==> src/rtl/latch_bank_arbiter_pkg.sv <==
// ----------------------------------------------------------------------------
// latch_bank_arbiter_pkg
//   Shared definitions for the latch bank arbiter: the write-sequencer state
//   encoding and the default geometry constants.
// ----------------------------------------------------------------------------
package latch_bank_arbiter_pkg;

    typedef enum logic [2:0] {
        ST_IDLE  = 3'd0,
        ST_SETUP = 3'd1,
        ST_GATE  = 3'd2,
        ST_HOLD  = 3'd3,
        ST_ACK   = 3'd4
    } state_e;

    localparam int unsigned DEF_NREQ        = 4;
    localparam int unsigned DEF_WIDTH       = 8;
    localparam int unsigned DEF_GATE_CYCLES = 1;

endpackage

==> src/rtl/latch_bank_arbiter_word.sv <==
// ----------------------------------------------------------------------------
// latch_word
//   WIDTH-bit level-sensitive storage word. Each bit is a gated D latch:
//   NOT/AND gates form the gated set/clear terms and the storage element is
//   transparent while en is high. There is no reset; contents persist.
//
//   d  : data in
//   en : gate, transparent while high
//   q  : latch outputs
// ----------------------------------------------------------------------------
module latch_word
    import latch_bank_arbiter_pkg::*;
#(
    parameter int unsigned WIDTH = DEF_WIDTH
) (
    input  logic [WIDTH-1:0] d,
    input  logic             en,
    output logic [WIDTH-1:0] q
);

    for (genvar i = 0; i < WIDTH; i++) begin : g_bit
        logic w_dn;
        logic w_set;
        logic w_clr;
        logic r_bit;

        not u_inv (w_dn, d[i]);
        and u_set (w_set, d[i], en);
        and u_clr (w_clr, w_dn, en);

        always_latch begin
            if (w_set) begin
                r_bit <= 1'b1;
            end else if (w_clr) begin
                r_bit <= 1'b0;
            end
        end

        assign q[i] = r_bit;
    end

endmodule

==> src/rtl/latch_bank_arbiter.sv <==
// ----------------------------------------------------------------------------
// latch_bank_arbiter
//   Round-robin arbiter and write sequencer for one shared latch word.
//   A granted write runs SETUP -> GATE (GATE_CYCLES) -> HOLD -> ACK so the
//   latch data is never changed while the gate is open.
//
//   clk      : clock, rising edge
//   rst_n    : asynchronous active-low reset
//   req      : level request per requester, held until ack
//   wdata    : requester i data in [i*WIDTH +: WIDTH]
//   ack      : one-hot one-cycle completion pulse
//   busy     : high in every state except IDLE
//   gnt_id   : index of current/last granted requester
//   latch_d  : data driven to the latch word
//   latch_en : latch gate
//   rdata    : latch word outputs
// ----------------------------------------------------------------------------
module latch_bank_arbiter
    import latch_bank_arbiter_pkg::*;
#(
    parameter int unsigned NREQ        = DEF_NREQ,
    parameter int unsigned WIDTH       = DEF_WIDTH,
    parameter int unsigned GATE_CYCLES = DEF_GATE_CYCLES
) (
    input  logic                      clk,
    input  logic                      rst_n,
    input  logic [NREQ-1:0]           req,
    input  logic [NREQ*WIDTH-1:0]     wdata,
    output logic [NREQ-1:0]           ack,
    output logic                      busy,
    output logic [$clog2(NREQ)-1:0]   gnt_id,
    output logic [WIDTH-1:0]          latch_d,
    output logic                      latch_en,
    output logic [WIDTH-1:0]          rdata
);

    localparam int unsigned IW  = $clog2(NREQ);
    localparam logic [3:0]  GC4 = 4'(GATE_CYCLES);

    state_e           r_state;
    state_e           w_state_nxt;
    logic [3:0]       r_cnt;
    logic [3:0]       w_cnt_nxt;
    logic [IW-1:0]    r_last;
    logic [IW-1:0]    w_last_nxt;
    logic [IW-1:0]    r_gnt_id;
    logic [IW-1:0]    w_gnt_nxt;
    logic [WIDTH-1:0] r_latch_d;
    logic [WIDTH-1:0] w_latch_d_nxt;
    logic             r_latch_en;
    logic             r_busy;
    logic [NREQ-1:0]  r_ack;
    logic [NREQ-1:0]  w_ack_nxt;

    logic             w_hi_found;
    logic             w_lo_found;
    logic [IW-1:0]    w_hi;
    logic [IW-1:0]    w_lo;
    logic [IW-1:0]    w_sel;
    logic [WIDTH-1:0] w_sel_data;

    // Rotating priority: first requester above last wins, otherwise wrap to
    // the lowest requester (which may be last itself).
    always_comb begin
        w_hi_found = 1'b0;
        w_lo_found = 1'b0;
        w_hi       = '0;
        w_lo       = '0;
        w_sel_data = '0;
        for (int unsigned j = 0; j < NREQ; j++) begin
            if (req[j] && (IW'(j) > r_last) && !w_hi_found) begin
                w_hi_found = 1'b1;
                w_hi       = IW'(j);
            end
            if (req[j] && !w_lo_found) begin
                w_lo_found = 1'b1;
                w_lo       = IW'(j);
            end
        end
        w_sel = w_hi_found ? w_hi : w_lo;
        for (int unsigned j = 0; j < NREQ; j++) begin
            if (IW'(j) == w_sel) begin
                w_sel_data = wdata[j*WIDTH +: WIDTH];
            end
        end
    end

    always_comb begin
        w_state_nxt   = r_state;
        w_cnt_nxt     = r_cnt;
        w_gnt_nxt     = r_gnt_id;
        w_latch_d_nxt = r_latch_d;
        w_last_nxt    = r_last;
        w_ack_nxt     = '0;
        unique case (r_state)
            ST_IDLE: begin
                if (|req) begin
                    w_state_nxt   = ST_SETUP;
                    w_gnt_nxt     = w_sel;
                    w_latch_d_nxt = w_sel_data;
                end
            end
            ST_SETUP: begin
                w_state_nxt = ST_GATE;
                w_cnt_nxt   = 4'd1;
            end
            ST_GATE: begin
                if (r_cnt == GC4) begin
                    w_state_nxt = ST_HOLD;
                end else begin
                    w_cnt_nxt = r_cnt + 4'd1;
                end
            end
            ST_HOLD: begin
                w_state_nxt = ST_ACK;
            end
            ST_ACK: begin
                w_state_nxt = ST_IDLE;
                w_last_nxt  = r_gnt_id;
            end
            default: begin
                w_state_nxt = ST_IDLE;
            end
        endcase
        for (int unsigned j = 0; j < NREQ; j++) begin
            w_ack_nxt[j] = (w_state_nxt == ST_ACK) && (IW'(j) == w_gnt_nxt);
        end
    end

    // Outputs are registered from the next state so they line up with it.
    always_ff @(posedge clk or negedge rst_n) begin
        if (!rst_n) begin
            r_state    <= ST_IDLE;
            r_cnt      <= '0;
            r_last     <= IW'(NREQ - 1);
            r_gnt_id   <= '0;
            r_latch_d  <= '0;
            r_latch_en <= 1'b0;
            r_busy     <= 1'b0;
            r_ack      <= '0;
        end else begin
            r_state    <= w_state_nxt;
            r_cnt      <= w_cnt_nxt;
            r_last     <= w_last_nxt;
            r_gnt_id   <= w_gnt_nxt;
            r_latch_d  <= w_latch_d_nxt;
            r_latch_en <= (w_state_nxt == ST_GATE);
            r_busy     <= (w_state_nxt != ST_IDLE);
            r_ack      <= w_ack_nxt;
        end
    end

    latch_word #(
        .WIDTH(WIDTH)
    ) u_word (
        .d  (r_latch_d),
        .en (r_latch_en),
        .q  (rdata)
    );

    assign ack      = r_ack;
    assign busy     = r_busy;
    assign gnt_id   = r_gnt_id;
    assign latch_d  = r_latch_d;
    assign latch_en = r_latch_en;

endmodule

==> config.mk <==
export PLATFORM = sky130hd
export DESIGN_NAME = latch_bank_arbiter
export DESIGN_NICKNAME = d
export VERILOG_FILES = /design/src/rtl/latch_bank_arbiter_pkg.sv /design/src/rtl/latch_bank_arbiter_word.sv /design/src/rtl/latch_bank_arbiter.sv
export SDC_FILE = /design/constraint.sdc
export NUM_CORES = 1
export LEC_CHECK = 0
export ABC_AREA = 1
export CORE_UTILIZATION = 48
export DETAILED_ROUTE_END_ITERATION = 10
export HOLD_SLACK_MARGIN = 0.1
export PLACE_DENSITY = 0.85
export SYNTH_ARGS = -nofsm -noshare
export SYNTH_HDL_FRONTEND = slang
export SYNTH_SLANG_ARGS = --single-unit
==> constraint.sdc <==
create_clock -name clk -period 4.9 [get_ports clk]
set_clock_uncertainty 0.15 [all_clocks]
set_input_delay 0.98 -clock clk [delete_from_list [all_inputs] [get_ports clk]]
set_output_delay 0.98 -clock clk [all_outputs]
set_load 0.005 [all_outputs]
==> results.json, run 1 <==
{
  "clk_path_buf_depth": 2,
  "num_rows": 21,
  "yosysWarnings": 0,
  "cts_tree": "done",
  "crit_family": "flip-flops",
  "port_buffers": 61,
  "synth_cell_types": 31,
  "drive_gt1_frac": 0.0840,
  "fin_crit_ns": 2.68,
  "power_density_mw_per_mm2": 459,
  "die_width_um": 61.6,
  "rsz0062_at_grt": "false",
  "fin_tns_setup_ns": 0,
  "dieArea_mm2": 0.00380,
  "max_slew_margin": 0.265,
  "top_layer_used": "met4",
  "postCtsHoldBufs": 0,
  "diodes": 0,
  "syn_nets": 259,
  "synth.area.top_cells": "dfrtp_1, nand2_1, dlxtp_1",
  "fin_cells": 308,
  "ir_worst_vdd_v": 0.000252,
  "regArea_um2": 748,
  "untimed_endpoints": 16,
  "synthCells": 219,
  "synth_area_mm2": 0.00171,
  "worstPathArrival_ns": 1.55,
  "hold_viol_final": 0,
  "critPathBufInv": 1,
  "chipHeight_um": 61.6,
  "status": "completed",
  "drcViolationCount": 0,
  "grt_overflow": 0,
  "tightest_slew_ns": 1.10,
  "clk_latency_ns": 0.33,
  "wl_met2_um": 1800,
  "worst_hold_path_type": "reg -> reg",
  "vias_per_cell": 4.95,
  "syn_avg_cell_area_um2": 7.79,
  "post-route-period-util": 0.547,
  "met1_length_um": 1640,
  "drt_pass1_iterations": 4,
  "slew_viol_final": 0,
  "ant_nets": 0,
  "leakagePower_nw": 1.10,
  "cts_setup_buffers": 0,
  "routed_wirelength_um": 3700,
  "ys_ff_latch": 33,
  "startpoint": "latch_en",
  "worst_path_largest_cell_delay_ns": 0.64,
  "endpoint_kind": "output pin",
  "cts-root-buf": "clkbuf_4",
  "cts-resized-gates": 0,
  "drv_cap": 0,
  "grt_pass1_wl_um": 5960,
  "start_util": 0.507,
  "final_common_cell": "clkdlybuf4s50_1",
  "cts_buffers": 3,
  "antenna_found_initial": 0,
  "cpMaxStageDelayCell": "dfrtp_1",
  "cp.required_ns": 3.77,
  "fin_nets": 303,
  "fill_cells": 309,
  "r2r_start": "r_last[1]",
  "num_vias": 1524,
  "worstPathCellList": "clkdlybuf4s50_1",
  "pin_count": 62,
  "grt_max_degree": 26,
  "dp_hpwl_um": 2890,
  "yosys.area.top_type": "dfrtp_1",
  "path_clk_slew_ns": 0.15,
  "area_growth_pct": 32.9,
  "final-setup-viol-count": 0,
  "htree_levels": 1,
  "drtIter0Drc": 86,
  "unclocked_pins": 8,
  "critPathKind": "reg -> out",
  "cp-start-kind": "flop",
  "min_from": "r_last[1]",
  "placed_cells": 304,
  "dr_wl_met3_um": 232,
  "clock.fmax_ghz": 0.373,
  "multi_input_area_um2": 689,
  "synth_top_area_share": 0.337,
  "finalWeightedCongestion": 0.869,
  "grt_pass1_vias": 1393,
  "core_mm2": 0.00336,
  "critPathMaxFanout": 17,
  "layout_common_cells": "clkdlybuf4s50_1, nand2_1, inv_1",
  "grt_usage": 0.214,
  "post_drt_wl_per_cell_um": 12.0
}
## logic make-up (layout without fill, tap and decap cells)
group / Yosys count / after routing / share of synthesized area
buf+inv: 56 / 99 / 0.158
latches: 8 / 8 / 0.0704
simple gates: 106 / 106 / 0.314
compound gates: 21 / 21 / 0.0704
fa+ha+maj: 2 / 2 / 0.0147
flops: 25 / 25 / 0.368
xor+xnor: 1 / 1 / 0.00513
## Yosys cell counts, drive strengths merged
master,number
a21oi,2
a31oi,1
buf,12
clkbuf,10
dfrtp,23
dfstp,2
dlxtp,8
ha,2
inv,34
nand2,56
nand3,17
nand4,16
nor2,11
nor3,5
nor4,1
o21ai,16
o22ai,2
xor2,1
## stage by stage
stage               hold WS, ns  utilization  power (mW)  worst slack, ns  cell area [µm²]
finish                    0.356        0.674        1.04             2.22             2270
detailed placement        0.337        0.666       0.952             1.92             2240
global placement          0.335        0.666       0.938             1.98             2240
floorplan                 0.317            -       0.774             2.75             1710
global route              0.381        0.674        1.15             2.06             2270
CTS                       0.357        0.674        1.05             2.20             2270
## state kept, by name (all words and copies together) (netlist names)
register and cells:
r_cnt 4, ack 4, r_state 3, busy 1, u_word.g_bit.r_bit 8, latch_d 8, latch_en 1, gnt_id 2
r_last 2
## per-layer routing
metal	up-vias	GRT usage
li1	777	-
met1	698	0.271
met3	5	0.0273
met2	44	0.384
met4	0	0.0571
met5	-	0
## path summary, 6_finish.rpt
check	endpoint	slack (ns)	depth (start not counted)
setup / recovery	latch_en	2.22	1
hold / removal	r_last[1]	0.36	2
setup reg to reg	latch_d[0]	2.96	8
hold reg to reg	r_last[1]	0.36	2
max in group asynchronous	ack[3]	2.87	1
min in group asynchronous	latch_d[4]	1.07	1
## area by class of cell
cell class                 count  area share
inverter                      34      0.0585
clock inverter                 1     0.00331
clock buffer                   3     0.00993
timing repair buffer          61       0.269
sequential                    33       0.330
multi-input combinational    130       0.304
tap                           46      0.0254
## power breakdown
part | total (mW) | internal, mW | leakage (nW) | switching, mW
Sequential | 0.376 | 0.310 | 0.370 | 0.0660
Combinational | 0.568 | 0.251 | 0.720 | 0.316
Clock | 0.0972 | 0.0312 | 0.0139 | 0.0660
(Power assumes the default switching activity.)
==> inputs of run 2 (changes only) <==
--- a/config.mk
+++ b/config.mk
@@ -6,10 +6,10 @@
 export NUM_CORES = 1
 export LEC_CHECK = 0
 export ABC_AREA = 1
-export CORE_UTILIZATION = 48
+export CORE_UTILIZATION = 44
 export DETAILED_ROUTE_END_ITERATION = 10
 export HOLD_SLACK_MARGIN = 0.1
-export PLACE_DENSITY = 0.85
+export PLACE_DENSITY = 0.79
 export SYNTH_ARGS = -nofsm -noshare
 export SYNTH_HDL_FRONTEND = slang
 export SYNTH_SLANG_ARGS = --single-unit
==> constraint.sdc (replaced) <==
create_clock -name clk -period 2.5 [get_ports clk]
set_clock_uncertainty 0.15 [all_clocks]
set_input_delay 0.5 -clock clk [delete_from_list [all_inputs] [get_ports clk]]
set_output_delay 0.5 -clock clk [all_outputs]
set_load 0.005 [all_outputs]
==> results.json, run 2 (synthesis results as in run 1) <==
{
  "status": "completed",
  "final-setup-viol-count": 0,
  "grt_max_degree": 18,
  "power_frac_seq": 0.337,
  "drv_cap": 0,
  "ir_worst_vdd_v": 0.000524,
  "cts_buffers": 3,
  "vias_per_cell": 4.82,
  "clock.fmax_ghz": 0.487,
  "cp.required_ns": 2.52,
  "critPathKind": "in -> reg",
  "dpl_cell_area_mm2": 0.00228,
  "die_width_um": 64.3,
  "port_buffers": 61,
  "worst_hold_path_type": "in -> async",
  "clk_latency_ns": 0.27,
  "r2r_start": "r_last[1]",
  "finalWeightedCongestion": 0.864,
  "dp_hpwl_um": 3110,
  "hold_viol_final": 0,
  "untimed_endpoints": 16,
  "clk_path_buf_depth": 2,
  "worstPathCellList": "clkdlybuf4s50_1 > nor2_4 > nand3_2 > nand3_1 > nand2_2 > nand2_4 > nand2_4 > o21ai_0 > inv_1 > nand2_1 > nand2_1",
  "grt_pass1_vias": 1504,
  "critPathMaxFanout": 13,
  "cpMaxStageDelayCell": "clkdlybuf4s50_1",
  "fin_cells": 315,
  "routed_wirelength_um": 3840,
  "p_comb_frac": 0.552,
  "num_rows": 22,
  "power_density_mw_per_mm2": 925,
  "fin_crit_ns": 2.05,
  "placed_cells": 311,
  "cp-start-kind": "input pin",
  "start_util": 0.463,
  "fin_total_pwr_mw": 2.15,
  "rsz0062_at_grt": "false",
  "ant_nets": 0,
  "post-route-period-util": 0.822,
  "pin_count": 62,
  "fin_tns_setup_ns": 0,
  "grt_pass1_wl_um": 6620,
  "core_mm2": 0.00369,
  "layout_common_cells": "clkdlybuf4s50_1, nand2_1, inv_1",
  "grt_overflow": 0,
  "fin_area_mm2": 0.00233,
  "critPathBufInv": 2,
  "cts-resized-gates": 0,
  "cts-root-buf": "clkbuf_8",
  "fin_ws_ns": 0.445,
  "chipHeight_um": 64.3,
  "final_common_cell": "clkdlybuf4s50_1",
  "switching_share": 0.419,
  "post_drt_wl_per_cell_um": 12.2,
  "cts_tree": "done",
  "htree_levels": 1,
  "startpoint": "req[1]",
  "slew_viol_final": 0,
  "dieArea_mm2": 0.00413,
  "postCtsHoldBufs": 0,
  "path_clk_slew_ns": 0.09,
  "fin_nets": 308,
  "worst_path_largest_cell_delay_ns": 0.51,
  "num_vias": 1518,
  "post-route-util": 0.631,
  "max_slew_margin": 0.740,
  "place_ws_ns": 0.155,
  "grt_usage": 0.204,
  "drt_pass1_iterations": 4,
  "tightest_slew_ns": 0.388,
  "p_clk_frac": 0.111,
  "endpoint_kind": "flop",
  "cts_setup_buffers": 0,
  "drive_gt1_frac": 0.101,
  "drcViolationCount": 0,
  "diodes": 0,
  "drtIter0Drc": 60,
  "leakagePower_nw": 1.13,
  "power.internal_mw": 1.25,
  "worstPathArrival_ns": 2.07,
  "area_growth_pct": 36.4,
  "antenna_found_initial": 0,
  "power_switching_uw": 903,
  "crit_family": "simple AND/OR/NAND/NOR gates",
  "holdWs_ns": 0.362,
  "unclocked_pins": 8
}
[run 2: routing by layer]
metal	track usage	wire (µm)	share of wire	vias to the layer above
li1	-	-	-	786
met1	0.276	1750	0.46	688
met2	0.342	1870	0.49	40
met3	0.0375	200	0.052	4
met4	0.0389	18	0.0047	0
met5	0	0	0	-
[run 2: cell type report]
type,instances,area [µm²]
clock buffers,3,41.3
clock inverters,1,7.51
fillers,348,1360
inverters,34,133
multi-input cells,130,689
flip-flops and latches,33,748
well taps,48,60.1
repair buffers,66,648
[run 2: worst paths after layout]
| path | slack [ns] | cells after the start | endpoint |
|---|---|---|---|
| setup reg to reg | 0.68 | 11 | latch_d[6] |
| hold / removal | 0.36 | 1 | busy |
| min in group clk | 0.37 | 2 | r_last[0] |
| hold reg to reg | 0.37 | 2 | r_last[0] |
| setup / recovery | 0.45 | 11 | latch_d[1] |
| max in group asynchronous | 1.28 | 2 | latch_d[7] |
[run 2: power by group through the flow]
stage	combinational, mW	sequential, mW	clock [mW]
floorplan	0.794	0.722	0
global placement	1.17	0.730	0
detailed placement	1.19	0.731	0
CTS	1.20	0.726	0.247
global route	1.34	0.749	0.264
finish	1.19	0.724	0.239
==> inputs of run 3 (changes only) <==
--- a/config.mk
+++ b/config.mk
@@ -6,10 +6,10 @@
 export NUM_CORES = 1
 export LEC_CHECK = 0
 export ABC_AREA = 1
-export CORE_UTILIZATION = 44
+export CORE_UTILIZATION = 40
 export DETAILED_ROUTE_END_ITERATION = 10
 export HOLD_SLACK_MARGIN = 0.1
-export PLACE_DENSITY = 0.79
+export PLACE_DENSITY = 0.76
 export SYNTH_ARGS = -nofsm -noshare
 export SYNTH_HDL_FRONTEND = slang
 export SYNTH_SLANG_ARGS = --single-unit
==> constraint.sdc (replaced) <==
create_clock -name clk -period 1.85 [get_ports clk]
set_clock_uncertainty 0.15 [all_clocks]
set_input_delay 0.37 -clock clk [delete_from_list [all_inputs] [get_ports clk]]
set_output_delay 0.37 -clock clk [all_outputs]
set_load 0.005 [all_outputs]
==> results.json, run 3 (synthesis results as in run 1) <==
{
  "hold_viol_final": 0,
  "drive_gt1_frac": 0.138,
  "dpl_cell_area_mm2": 0.00235,
  "die_width_um": 67.3,
  "grt_pass1_wl_um": 6510,
  "vias_per_cell": 4.82,
  "holdWs_ns": 0.253,
  "post_drt_wl_per_cell_um": 11.8,
  "ir_worst_vdd_v": 0.000818,
  "cts_buffers": 3,
  "grt_usage": 0.190,
  "switching_share": 0.413,
  "area_growth_pct": 42.5,
  "critPathKind": "reg -> out",
  "antenna_found_initial": 0,
  "port_buffers": 61,
  "unclocked_pins": 8,
  "clk_latency_ns": 0.27,
  "drcViolationCount": 0,
  "fin_nets": 316,
  "worstPathCellList": "clkdlybuf4s50_1",
  "worst_path_largest_cell_delay_ns": 0.52,
  "max_slew_margin": 0.741,
  "routed_wirelength_um": 3830,
  "timing.rr.end": "latch_d[0]",
  "drv_cap": 0,
  "cts_tree": "done",
  "htree_levels": 1,
  "ant_nets": 0,
  "grt_overflow": 0,
  "rrSetupSlack_ns": 0.14,
  "fin_crit_ns": 1.73,
  "drtIter0Drc": 124,
  "cp-start-kind": "flop",
  "untimed_endpoints": 16,
  "worstPathArrival_ns": 1.21,
  "grt_pass1_vias": 1517,
  "regArea_um2": 748,
  "r2r_cells": 11,
  "tightest_slew_ns": 0.385,
  "cpMaxStageDelayCell": "clkdlybuf4s50_1",
  "fin_cells": 325,
  "status": "completed",
  "num_rows": 23,
  "critPathMaxFanout": 5,
  "clock.fmax_ghz": 0.579,
  "clk_path_buf_depth": 2,
  "chipHeight_um": 67.3,
  "worst_hold_path_type": "in -> async",
  "multi_input_area_um2": 719,
  "pin_count": 62,
  "r2r_start": "r_last[1]",
  "dieArea_mm2": 0.00453,
  "slew_viol_final": 0,
  "cp_num_cells": 1,
  "post-route-period-util": 0.933,
  "fin_area_mm2": 0.00243,
  "leakagePower_nw": 1.20,
  "power_frac_seq": 0.314,
  "finalWeightedCongestion": 0.814,
  "cp.required_ns": 1.33,
  "num_vias": 1565,
  "endpoint_kind": "output pin",
  "place_ws_ns": -0.381,
  "dp_hpwl_um": 3110,
  "fill_cells": 361,
  "cts_setup_buffers": 0,
  "crit_family": "buffers and inverters",
  "layout_common_cells": "clkdlybuf4s50_1, nand2_1, inv_1",
  "grt_max_degree": 18,
  "diodes": 0,
  "power_switching_mw": 1.27,
  "cts-root-buf": "clkbuf_8",
  "p_comb_frac": 0.584,
  "post-route-util": 0.599,
  "fin_ws_ns": 0.124,
  "core_mm2": 0.00406,
  "critPathBufInv": 1,
  "path_clk_slew_ns": 0.08,
  "start_util": 0.421,
  "final_common_cell": "clkdlybuf4s50_1",
  "p_clk_frac": 0.102,
  "final-setup-viol-count": 0,
  "power.internal_mw": 1.81,
  "placed_cells": 321,
  "drt_pass1_iterations": 4,
  "power_density_mw_per_mm2": 1270
}
run 3: cell type report:
type | instances | area share
Clock inverter | 1 | 0.00206
Sequential cell | 33 | 0.308
Inverter | 34 | 0.0545
Multi-Input combinational cell | 130 | 0.296
Timing Repair Buffer | 74 | 0.297
Tap cell | 50 | 0.0257
Clock buffer | 3 | 0.0170
run 3: power by group through the flow:
stage	sequential [mW]	combinational [mW]	clock [mW]
final	0.967	1.80	0.314
after global routing	1.01	2.05	0.349
after CTS	0.971	1.76	0.326
after detailed placement	0.977	1.76	0
after global placement	0.984	1.70	0
after floorplan	0.976	1.07	0
run 3: how the worst max path moves through the flow:
| stage | startpoint | endpoint | slack, ns |
|---|---|---|---|
| 6_report | gnt_id[1] | gnt_id[1] | 0.12 |
| 5_1_grt | r_last[1] | latch_d[0] | -0.03 |
| 4_1_cts | req[2] | latch_d[3] | 0.006 |
| 3_5_place_dp | req[1] | latch_d[3] | -0.38 |
| 3_3_place_gp | req[1] | latch_d[3] | -0.27 |
| 2_1_floorplan | r_last[1] | latch_d[1] | 0.18 |
run 3: stage by stage:
stage	power [mW]	setup TNS, ns
floorplan	2.05	0
global placement	2.68	-2.70
detailed placement	2.74	-4.00
CTS	3.06	0
global route	3.40	-0.0314
finish	3.08	0
run 3: layer usage:
layer | share of wire | GRT usage
met2 | 0.50 | 0.346
met5 | 0 | 0
met4 | 0.013 | 0.0426
met3 | 0.063 | 0.0389
met1 | 0.42 | 0.227
run 3: what timing repair did:
| item | CTS | global route |
|---|---|---|
| setup endpoints to repair | 8 | 11 |
| gates resized for setup | 2 | 10 |
| gates cloned | 0 | 0 |
| pin swaps | 0 | 1 |
| hold buffers | 0 | 0 |
